## src/rtl/ifu_pkg.sv

```systemverilog
// ifu_pkg: shared types and constants for the instruction fetch unit.
package ifu_pkg;

    typedef enum logic [2:0] {
        IDLE,
        REQ,
        WAIT,
        HOLD,
        FAULT
    } state_t;

    localparam logic [31:0] INST_NOP         = 32'h0000_0013;
    localparam logic [31:0] DEFAULT_RESET_PC = 32'h8000_0000;
    localparam logic [31:0] PC_STEP          = 32'd4;

endpackage

```

## src/rtl/ifu_pc_sel.sv

```systemverilog
// ifu_pc_sel: next-PC mux for the fetch unit (hold / pc+4 / redirect).
// Optional macro IFU_MISALIGN_CHECK_EN: misaligned redirects are flagged and
// not applied; otherwise the low two redirect bits are forced to zero.
import ifu_pkg::*;

module ifu_pc_sel #(
    parameter int unsigned XLEN = 32
) (
    input  logic [XLEN-1:0] pc,
    input  logic            advance,
    input  logic            redirect_valid,
    input  logic [XLEN-1:0] redirect_pc,
`ifdef IFU_MISALIGN_CHECK_EN
    output logic            misaligned,
`endif
    output logic [XLEN-1:0] pc_next
);

    localparam logic [XLEN-1:0] ALIGN_MASK = ~(XLEN'(3));

    // Redirect has priority over sequential advance; otherwise PC holds.
    always_comb begin
        pc_next = pc;
`ifdef IFU_MISALIGN_CHECK_EN
        misaligned = redirect_valid && (redirect_pc[1:0] != 2'b00);
        if (redirect_valid) begin
            if (!misaligned) begin
                pc_next = redirect_pc;
            end
        end else if (advance) begin
            pc_next = pc + XLEN'(PC_STEP);
        end
`else
        if (redirect_valid) begin
            pc_next = redirect_pc & ALIGN_MASK;
        end else if (advance) begin
            pc_next = pc + XLEN'(PC_STEP);
        end
`endif
    end

endmodule

```

## src/rtl/ifu_fetch.sv

```systemverilog
// ifu_fetch: instruction fetch unit. Holds the PC, issues one outstanding
// word fetch at a time and presents returned instructions to decode.
// Optional macro IFU_MISALIGN_CHECK_EN: adds the fetch_misaligned port and a
// sticky FAULT state entered on a misaligned redirect.
import ifu_pkg::*;

module ifu_fetch #(
    parameter logic [31:0] RESET_PC = DEFAULT_RESET_PC,
    parameter int unsigned XLEN     = 32
) (
    input  logic            clk,
    input  logic            rst,
    output logic            imem_req_valid,
    input  logic            imem_req_ready,
    output logic [XLEN-1:0] imem_req_addr,
    input  logic            imem_resp_valid,
    input  logic [XLEN-1:0] imem_resp_data,
    output logic            inst_valid,
    input  logic            inst_ready,
    output logic [XLEN-1:0] inst,
    output logic [XLEN-1:0] inst_pc,
    input  logic            redirect_valid,
    input  logic [XLEN-1:0] redirect_pc
`ifdef IFU_MISALIGN_CHECK_EN
    ,
    output logic            fetch_misaligned
`endif
);

    state_t          state;
    logic [XLEN-1:0] pc;
    logic [XLEN-1:0] pc_next;
    logic            kill;
    logic            redirect_en;
    logic            advance;
`ifdef IFU_MISALIGN_CHECK_EN
    logic            misaligned;
`endif

    assign redirect_en = redirect_valid && (state != FAULT);
    assign advance     = (state == HOLD) && inst_ready;

    ifu_pc_sel #(
        .XLEN(XLEN)
    ) u_pc_sel (
        .pc            (pc),
        .advance       (advance),
        .redirect_valid(redirect_en),
        .redirect_pc   (redirect_pc),
`ifdef IFU_MISALIGN_CHECK_EN
        .misaligned    (misaligned),
`endif
        .pc_next       (pc_next)
    );

    // Fetch FSM with registered request/instruction outputs; the request
    // address tracks the PC register so a redirect before the handshake
    // shows up on the bus the following cycle.
    always_ff @(posedge clk) begin
        if (rst) begin
            state          <= IDLE;
            pc             <= RESET_PC;
            kill           <= 1'b0;
            imem_req_valid <= 1'b0;
            imem_req_addr  <= RESET_PC;
            inst_valid     <= 1'b0;
            inst           <= INST_NOP;
            inst_pc        <= RESET_PC;
`ifdef IFU_MISALIGN_CHECK_EN
            fetch_misaligned <= 1'b0;
`endif
        end else begin
            pc            <= pc_next;
            imem_req_addr <= pc_next;
            unique case (state)
                IDLE: begin
                    state          <= REQ;
                    imem_req_valid <= 1'b1;
                end
                REQ: begin
                    if (imem_req_ready) begin
                        state          <= WAIT;
                        imem_req_valid <= 1'b0;
                        kill           <= redirect_en;
                    end
                end
                WAIT: begin
                    if (imem_resp_valid) begin
                        if (kill || redirect_en) begin
                            state          <= REQ;
                            imem_req_valid <= 1'b1;
                            kill           <= 1'b0;
                        end else begin
                            state      <= HOLD;
                            inst_valid <= 1'b1;
                            inst       <= imem_resp_data;
                            inst_pc    <= pc;
                        end
                    end else if (redirect_en) begin
                        kill <= 1'b1;
                    end
                end
                HOLD: begin
                    if (redirect_en || inst_ready) begin
                        state          <= REQ;
                        imem_req_valid <= 1'b1;
                        inst_valid     <= 1'b0;
                    end
                end
                FAULT: begin
                end
            endcase
`ifdef IFU_MISALIGN_CHECK_EN
            if (misaligned) begin
                state            <= FAULT;
                imem_req_valid   <= 1'b0;
                inst_valid       <= 1'b0;
                inst_pc          <= redirect_pc;
                kill             <= 1'b0;
                fetch_misaligned <= 1'b1;
            end
`endif
        end
    end

endmodule

```

## config.mk

```make
export PLATFORM = sky130hd
export DESIGN_NAME = ifu_fetch
export DESIGN_NICKNAME = d
export VERILOG_FILES = /design/src/rtl/ifu_pkg.sv /design/src/rtl/ifu_pc_sel.sv /design/src/rtl/ifu_fetch.sv
export SDC_FILE = /design/constraint.sdc
export NUM_CORES = 1
export LEC_CHECK = 0
export CAP_MARGIN = 20
export CORE_ASPECT_RATIO = 1.4
export CORE_UTILIZATION = 44
export CTS_CLUSTER_DIAMETER = 40
export DETAILED_ROUTE_END_ITERATION = 7
export PLACE_DENSITY_LB_ADDON = 0.1
export SYNTH_ARGS = -nofsm -noshare
export SYNTH_HDL_FRONTEND = slang
export SYNTH_SLANG_ARGS = --single-unit
```

## constraint.sdc

```tcl
create_clock -name clk -period 2.5 [get_ports clk]
set_clock_uncertainty 0.05 [all_clocks]
set_input_delay 0.5 -clock clk [delete_from_list [all_inputs] [get_ports clk]]
set_output_delay 0.5 -clock clk [all_outputs]
set_load 0.05 [all_outputs]
```

# [Word level (Yosys, flattened, before mapping)]
# Index checks and enable logic that the tools add are counted.
[totals] output_inout_bits=98 word_cells=57 ff_bits=102 in_bits=70
[classes] addsub=1 mux=21 n_reduce_logical=15 bitwise=1 eq_ne=11
[op_table] operator="$mux 32" count=2
[op_table] operator="$add 32x3->32 const B" count=1
[op_table] operator="$pmux 3 s4" count=1
[op_table] operator="$reduce_and 4->1" count=3
[op_table] operator="$mux 1" count=11
[op_table] operator="$mux 3" count=3
[op_table] operator="$ne 3x3->1 const B" count=3
[op_table] operator="$ne 2x2->1 const B" count=4
[op_table] operator="$eq 3x2->1 const B" count=2
[op_table] operator="$reduce_bool 2->1" count=3
[op_table] operator="$reduce_and 5->1" count=1
[op_table] operator="$pmux 1 s2" count=2
[op_table] operator="$pmux 1 s4" count=1
[op_table] operator="$reduce_bool 4->1" count=1
[op_table] operator="$eq 3x1->1 const B" count=1
[op_table] operator="$logic_not 3->1" count=1
[op_table] operator="$reduce_and 3->1" count=1
[op_table] operator="$logic_and 1x1->1" count=2
[op_table] operator="$logic_or 1x1->1" count=2
[op_table] operator="$mux 2" count=1
[op_table] operator="$ne 2x1->1 const B" count=1
[op_table] operator="$reduce_or 2->1" count=1
[op_table] operator="$not 1->1" count=1

# [Longest topological paths before layout]
[depth] ltp_word=6 mapped_depth=8 ltp_nobuf=6

# [Hierarchy]
# A second synthesis with hierarchy kept.
[hier_totals] cells_unflattened=562 area_unflattened_um2=4850.9
[by_module_without_submodules] mod="ifu_fetch" seq_area_each_um2=2021.9 n_inst=1 area_per_inst_um2=3802.4 cells_per_inst=385
[by_module_without_submodules] mod="ifu_pc_sel" seq_area_each_um2=0.0 n_inst=1 area_per_inst_um2=1048.5 cells_per_inst=177

# [Least setup slack after synthesis]
# OpenSTA, ideal clock, no wires.
[synth_path] path_type="register to register" startpoint="reg pc[7]" endpoint="reg pc[21]" path_buffers=1 setup_slack_ns=0.048 arrival_ns=2.328 setup_time_ns=0.074 stages_incl_launch_ff=6 required_ns=2.376 period_less_slack_ns=2.452 cell_sequence="dfxtp_1 nand4_4 or4_4 buf_6 or4_1 a31oi_1"
[synth_via] elab_chain_len=3
[synth_rtl] element="start: declaration" line="ifu_fetch.sv:31" rtl="logic [XLEN-1:0] pc;"
[synth_rtl] element="start signal: assignment" line="ifu_fetch.sv:73" rtl="pc <= pc_next;"
[synth_rtl] element="$add 32x3->32" line="ifu_pc_sel.sv:37" rtl="pc_next = pc + XLEN'(PC_STEP);"
[synth_rtl] element="$mux 32" line="ifu_pc_sel.sv:36" rtl="end else if (advance) begin"
[synth_rtl] element="$mux 32" line="ifu_pc_sel.sv:34" rtl="if (redirect_valid) begin"
# No other way between the ends. The select of a mux whose other input is x is not followed.
# A chain may end at the register's enable or synchronous reset.

# [Worst setup path after layout]
[layout_path] startpoint="in inst_ready" endpoint="reg pc[23]"
[layout_via] elab_chain_len=2
[layout_rtl] element="start: declaration" line="ifu_fetch.sv:19" rtl="input logic inst_ready,"
[layout_rtl] element="$logic_and 1x1->1" line="ifu_fetch.sv:41" rtl="assign advance = (state == HOLD) && inst_ready;"
[layout_rtl] element="$reduce_bool 2->1 (no line)"
# No other way between the ends.

==> results.md <==
Pwr:
- VDD sags by at most 0.464 mV.
- Overall power consumption after layout is estimated at 3.94 mW.
- The leakage dissipation is 2.28 nW.
- Power spread over the standard cell area amounts to 600 nW/um2.

Critical path:
- The data arrival time of the critical path is 2480 ps.
- Traced cell by cell, the critical path runs through clkdlybuf4s50_1 -> nand4_1 -> or4_4 -> or4_1 -> a311oi_1.
- The data required time of the worst path is 2700 ps.
- The worst setup path is captured at a register.
- The largest individual stage delay along the critical path comes from the cell sky130_fd_sc_hd__clkdlybuf4s50_1.
- The worst setup path is of the in -> reg kind.
- Of all nets on the critical path, the largest fanout is 8.
- The critical path buffer and inverter count is 1.
- The kind of cell with the highest combined delay on the critical path is simple AND/OR/NAND/NOR gates.
- The maximum cell stage delay along the critical path is 520 ps.
- STA classifies the critical path startpoint as a primary input.

CTS:
- The total clock buffers created by CTS is 9.
- CTS built an H-tree with a depth of 3.
- The number of hold buffers added after cts is 0.
- Counting along the longest clock path gives a buffer depth of 2.
- TritonCTS built the clock tree.
- Clock latency on the worst-skew pair, taken at its later pin, is 330 ps.
- The tree built by TritonCTS fans out to 97 sinks.
- The root buffer cell is sky130_fd_sc_hd__clkbuf_16.
- The clock-pin slew on the worst setup and hold paths is 70 ps.
- The post-CTS setup buffer count is 0.
- The number of resized instances in the post-cts repair step is 0.

Global route:
- The via count of the first global-routing pass is 4294.
- Across every metal layer, demand over resource in global routing totals 0.258.
- The number of antenna violations at the first check in global routing came to 0.
- After global routing the overflow that remains totals 0.
- The largest net degree at the start of global routing is 38.
- The wire length of the first global-routing pass is 20.9 mm.

STA:
- Setup repair after global routing left no endpoint under its margin.
- The count of final hold-check violations is 0.
- The final setup violation count is 0.
- The share of the clock period used by the worst path after layout is 0.914.
- The top achievable clock speed is 438 MHz.
- At the pin with the least slew margin, the transition time is 561 ps.
- The max-slew headroom at the worst pin is 0.625.
- After layout, the worst setup slack is 216 ps.
- The post-route minimum period is 2280 ps.
- Setup total negative slack on the finished layout was measured at 0 ps.
- The final number of max-transition violations is 0.

Cells and area:
- The final cell count without fillers is 849.
- In the layout the commonest cells are sky130_fd_sc_hd__clkdlybuf4s50_1 (160), sky130_fd_sc_hd__nand2_1 (141), sky130_fd_sc_hd__dfxtp_1 (97).
- Compared with the post-synthesis result, the final layout area differs by 51.4%.
- In the final layout, the share of cells above drive strength 1 is 0.0907.
- The number of antenna diodes in the final layout is 0.
- With fillers left out, the area of the finished cells amounts to 6560 um2.
- The count of nets after finishing is 788.
- Leaving out fill and tap cells, the most frequent cell in the layout is sky130_fd_sc_hd__clkdlybuf4s50_1.

Yosys:
- The count of unique library cells instantiated by Yosys is 53.
- The number of flops mapped to enable cells by yosys is 0.
- The sequential area share after synthesis is 0.448.
- The synthesized area divided by synthesized cell count is 8.04 um2.
- The netlist area before placement is 4330 um2.
- In the synthesized netlist the async set-or-reset flop fraction comes to 0.
- Among all flip-flop cells after synthesis, the most frequent one is sky130_fd_sc_hd__dfxtp_1.
- After synthesis the netlist holds a flip-flop and latch count of 97.
- Synthesis produced a netlist whose cell count is 539.
- For this run, the number of Yosys warnings is 0.

Die:
- The die is 85.9 um wide.
- The number of placement rows is 42.
- The total I/O pin count is 168.
- The die is 119 um tall.
- The area of the core is 9510 um2.
- The die covers 10300 um2.
- For this configuration, the core starts out at a cell density of 0.455.

Drt:
- The routed via count divided by cell count is 5.43.
- In this run, the number of DRC markers left after iteration 0 of detailed routing was 234.
- In this run the remaining antenna-violating nets after routing total 0.
- The remaining design rule violation count is 0.
- For this block, the routed nets add up to 13.2 mm of wire.
- The average wire length per cell after detail routing is 15.6 um.
- The first detailed-routing pass ran for 5 iterations.
- Summing over every cut layer, the via total after detailed routing is 4611.

Place:
- The weighted congestion at the end of routability-driven global placement is 0.835.
- The number of placed cells counting well taps is 834.
- Once detailed placement completed, the half-perimeter wirelength came to 9.77 mm.
- The number of I/O port buffers is 161.
- After detailed placement, the total cell area comes to 6240 um2.
- The placement-stage worst setup slack is -117 ps.

Job:
- The number of maximum-capacitance constraint violations is 0.

Min path:
- The class of the tightest hold or removal check is reg -> reg.

Run status:
- The run finished with clean final reports.
[report_power, final]
group | leakage (nW) | switching (mW) | total, mW | internal [mW]
sequential | 0.790 | 0.0764 | 1.69 | 1.61
combinational | 1.34 | 0.450 | 0.774 | 0.324
clock | 0.152 | 0.569 | 1.47 | 0.902
[cell usage after synthesis (3+ instances only)]
master / n / area (um2)
sky130_fd_sc_hd__ha_1: 5 / 62.6
sky130_fd_sc_hd__a311oi_1: 11 / 96.3
sky130_fd_sc_hd__a31o_2: 3 / 26.3
sky130_fd_sc_hd__o21ai_0: 12 / 60.1
sky130_fd_sc_hd__buf_6: 5 / 56.3
sky130_fd_sc_hd__a31oi_1: 4 / 25.0
sky130_fd_sc_hd__o211ai_1: 3 / 22.5
sky130_fd_sc_hd__and2_1: 3 / 18.8
sky130_fd_sc_hd__nand2_1: 142 / 533
sky130_fd_sc_hd__clkbuf_1: 29 / 109
sky130_fd_sc_hd__buf_4: 4 / 30.0
sky130_fd_sc_hd__nand4_1: 10 / 62.6
sky130_fd_sc_hd__and4_1: 10 / 87.6
sky130_fd_sc_hd__a211oi_1: 9 / 67.6
sky130_fd_sc_hd__inv_1: 11 / 41.3
sky130_fd_sc_hd__or4_1: 12 / 90.1
sky130_fd_sc_hd__o31ai_1: 7 / 52.6
sky130_fd_sc_hd__a21oi_1: 66 / 330
sky130_fd_sc_hd__dfxtp_1: 97 / 1940
sky130_fd_sc_hd__xnor2_1: 8 / 70.1
sky130_fd_sc_hd__nor4_1: 5 / 31.3
sky130_fd_sc_hd__nand3_1: 17 / 85.1
sky130_fd_sc_hd__nor2_1: 22 / 82.6
sky130_fd_sc_hd__nor3_1: 8 / 40.0
[stage by stage]
step	hold WS, ps	utilization
after floorplan	447	-
after global placement	391	0.656
after detailed placement	396	0.656
after CTS	405	0.690
after global routing	420	0.690
final	403	0.690
[layout make-up]
cell class	count	area (um2)
fillers	820	2950
inverters	11	41.3
clock inverters	4	76.3
well taps	132	165
multi-input cells	394	2150
repair buffers	200	1940
flip-flops and latches	97	1940
clock buffers	11	243
[layer usage]
metal	track usage	part of all wire	routed length (um)	vias up
li1	-	-	-	2252
met1	0.312	0.41	5410	2165
met2	0.447	0.51	6740	173
met3	0.0534	0.059	784	21
met4	0.0927	0.021	274	0
met5	0	0	0	-
[tightest hold or removal path: cells and delay by family (launching register included)]
kind / cells / cell delay [ps]
AO/OA/AOI/OAI: 1 / 50
flip-flops: 1 / 310
AND/OR/NAND/NOR: 1 / 50
[state kept, by name (all words and copies together), names as in the netlist]
signal,flops
inst_pc,30
pc,30
inst,32
imem_req_valid,1
kill,1
inst_valid,1
state,2
[final timing paths]
path | from | slack (ps) | endpoint | depth (start not counted)
worst min-delay path | inst_pc[12]$_SDFFE_PP0P_ | 400 | inst_pc[12]$_SDFFE_PP0P_ | 2
worst max register to register | pc[8]$_SDFFE_PP0P_ | 250 | pc[23]$_SDFFE_PP0P_ | 4
worst min register to register | inst_pc[12]$_SDFFE_PP0P_ | 400 | inst_pc[12]$_SDFFE_PP0P_ | 2
worst max-delay path | inst_ready | 220 | pc[23]$_SDFFE_PP0P_ | 5
[cell families (layout without fill, tap and decap cells)]
group | count (synthesis) | in the layout | synth area share
other cells | 1 | 4 | 0.000866
simple gates | 246 | 246 | 0.272
flops | 97 | 97 | 0.448
compound gates | 128 | 128 | 0.184
mux | 1 | 1 | 0.00260
buf+inv | 51 | 226 | 0.0578
xor+xnor | 10 | 10 | 0.0202
fa+ha+maj | 5 | 5 | 0.0144
(Power assumes the default switching activity.)
==> variant: new RTL, same settings <==
`XLEN` is set to 32 in 2 places; all go to 64.
--- a/src/rtl/ifu_pc_sel.sv
+++ b/src/rtl/ifu_pc_sel.sv
@@ -4,7 +4,7 @@
 import ifu_pkg::*;
 
 module ifu_pc_sel #(
-    parameter int unsigned XLEN = 32
+    parameter int unsigned XLEN = 64
 ) (
     input  logic [XLEN-1:0] pc,
     input  logic            advance,
--- a/src/rtl/ifu_fetch.sv
+++ b/src/rtl/ifu_fetch.sv
@@ -6,7 +6,7 @@
 
 module ifu_fetch #(
     parameter logic [31:0] RESET_PC = DEFAULT_RESET_PC,
-    parameter int unsigned XLEN     = 32
+    parameter int unsigned XLEN     = 64
 ) (
     input  logic            clk,
     input  logic            rst,
Interface: changed (5 resized); port bits go from 168 to 328. The function was not compared with the original's and may differ.
==> variant against the unedited design <==
Worst hold slack lost 0.028 ns; worst setup slack worse by 0.18 ns; routed wire length is 120% higher; global-route usage grew 3.5 points; sequential cell count up 96; design area increased by 100%; die area is 94% higher; register-to-register slack worse by 0.16 ns; area after synthesis increased by 96%; power grew 91%; sequential share of layout area grew 0.29 points; largest cell class unchanged; highest routed layer unchanged.
==> variant: results (changes against the unedited design) <==
* Seq/Total Area, Yosys at 45.6% (+0.73 points)
* Status: completed
* Fin nets at 1,592 (+100%)
* Dpl hpwl at 21,500 um (+120%)
* List of most frequent post-synthesis cells: nand2_1 (308), dfxtp_1 (193), a21oi_1 (143)
* Vias in the first global route at 8,895 (+110%)
* Worst Path Arrival at 2.76 ns (+0.28 ns)
* RD Place Congestion at 0.894 (+7.1%)
* Hold path start: rst
* Setup WS pre-CTS at -0.377 ns (-0.259 ns)
* Clock latency on the worst-skew pair at 0.44 ns (+0.11 ns)
* Htree depth at 4 (+1)
* I/O Buffers at 321 (+99%)
* First-pass GRT wire length at 46,200 um (+120%)
* CTS Buf Count at 17 (+8)
* Count of different cell masters after synthesis at 44 (-17%)
* Peak VDD IR at 0.421 mV (-9.3%)
* Drt wl/cell at 17.3 um (+11%)
* RR Startpoint: pc[13]
* Least-Margin Pin Slew at 0.616 ns (+0.0559 ns)
* Static leakage at 4.49 nW (+97%)
* Placed cell areas at 12,500 um^2 (+100%)
* Initial antenna violation count at 3 (+3)
* Largest net degree at the start of global routing at 118 (+210%)
* Hold Crit Class: in2reg
* Slowest-stage cell, CP: or4_4
variant: cell count changes in the layout (fill, tap and decap cells not counted), sizes merged, moves of 13 or more:
cell / delta
a21oi: +77
dfxtp: +96
xnor2: +13
clkdlybuf4s50: +158
nor4: +13
nor2: +39
nand4: +27
a211oi: +17
nand2: +166
or3: +13
buf: +57
variant: area by class of cell:
class                   count  area (um^2)  share of cell area (%)
clock buffers              17          425                    3.22
diodes                      3         7.51                  0.0569
multi-input cells         813         4270                    32.3
clock inverters            15          168                    1.27
well taps                 244          305                    2.31
repair buffers            417         4040                    30.6
flip-flops and latches    193         3950                    29.9
inverters                  11         41.3                   0.313
variant: timing repair:
action / in CTS / in global routing
resized for setup: 0 / 6
setup endpoints to repair: 0 / 5
buffers inserted: 0 / 4
endpoints found under the hold margin: 0 / 0
variant: cells by family after synthesis:
family                   Yosys count  synth area share [%]
flip-flops                       193                  45.6
multiplexers                       3                 0.369
other                              1                0.0442
AND/OR/NAND/NOR                  538                  29.3
AO/OA/AOI/OAI                    228                  15.8
buffers and inverters             95                  4.50
adder cells (fa/ha/maj)            5                 0.738
XOR/XNOR                          35                  3.61
variant: layer usage:
metal  GRT usage (%)  vias to the layer above  share of wire [%]
met4            13.2                        0                3.6
li1                -                     4526                  -
met1            32.9                     4352                 38
met5               0                        -                  0
met2            52.7                      370                 52
met3            6.04                       66                6.3
variant: through the flow:
stage / total power, W / util [%] / cells
after floorplan: 0.00416 / - / 1101
after global placement: 0.00480 / 66.9 / 1674
after detailed placement: 0.00482 / 66.9 / 1674
after CTS: 0.00757 / 70.1 / 1706
after global routing: 0.00779 / 70.4 / 1713
final: 0.00752 / 70.4 / 1713
variant: final timing paths:
path | endpoint | slack, ns | depth (start not counted)
max | pc[53] | 0.04 | 6
min | inst_pc[44] | 0.38 | 2
max reg2reg | pc[62] | 0.09 | 5
min reg2reg | inst_pc[42] | 0.40 | 2
variant: power by group:
| part | switching, W | internal [W] | total, W |
|---|---|---|---|
| clock | 0.00133 | 0.00143 | 0.00276 |
| combinational | 0.000846 | 0.000595 | 0.00144 |
| sequential | 0.000125 | 0.00320 | 0.00332 |
| total | 0.00231 | 0.00522 | 0.00752 |
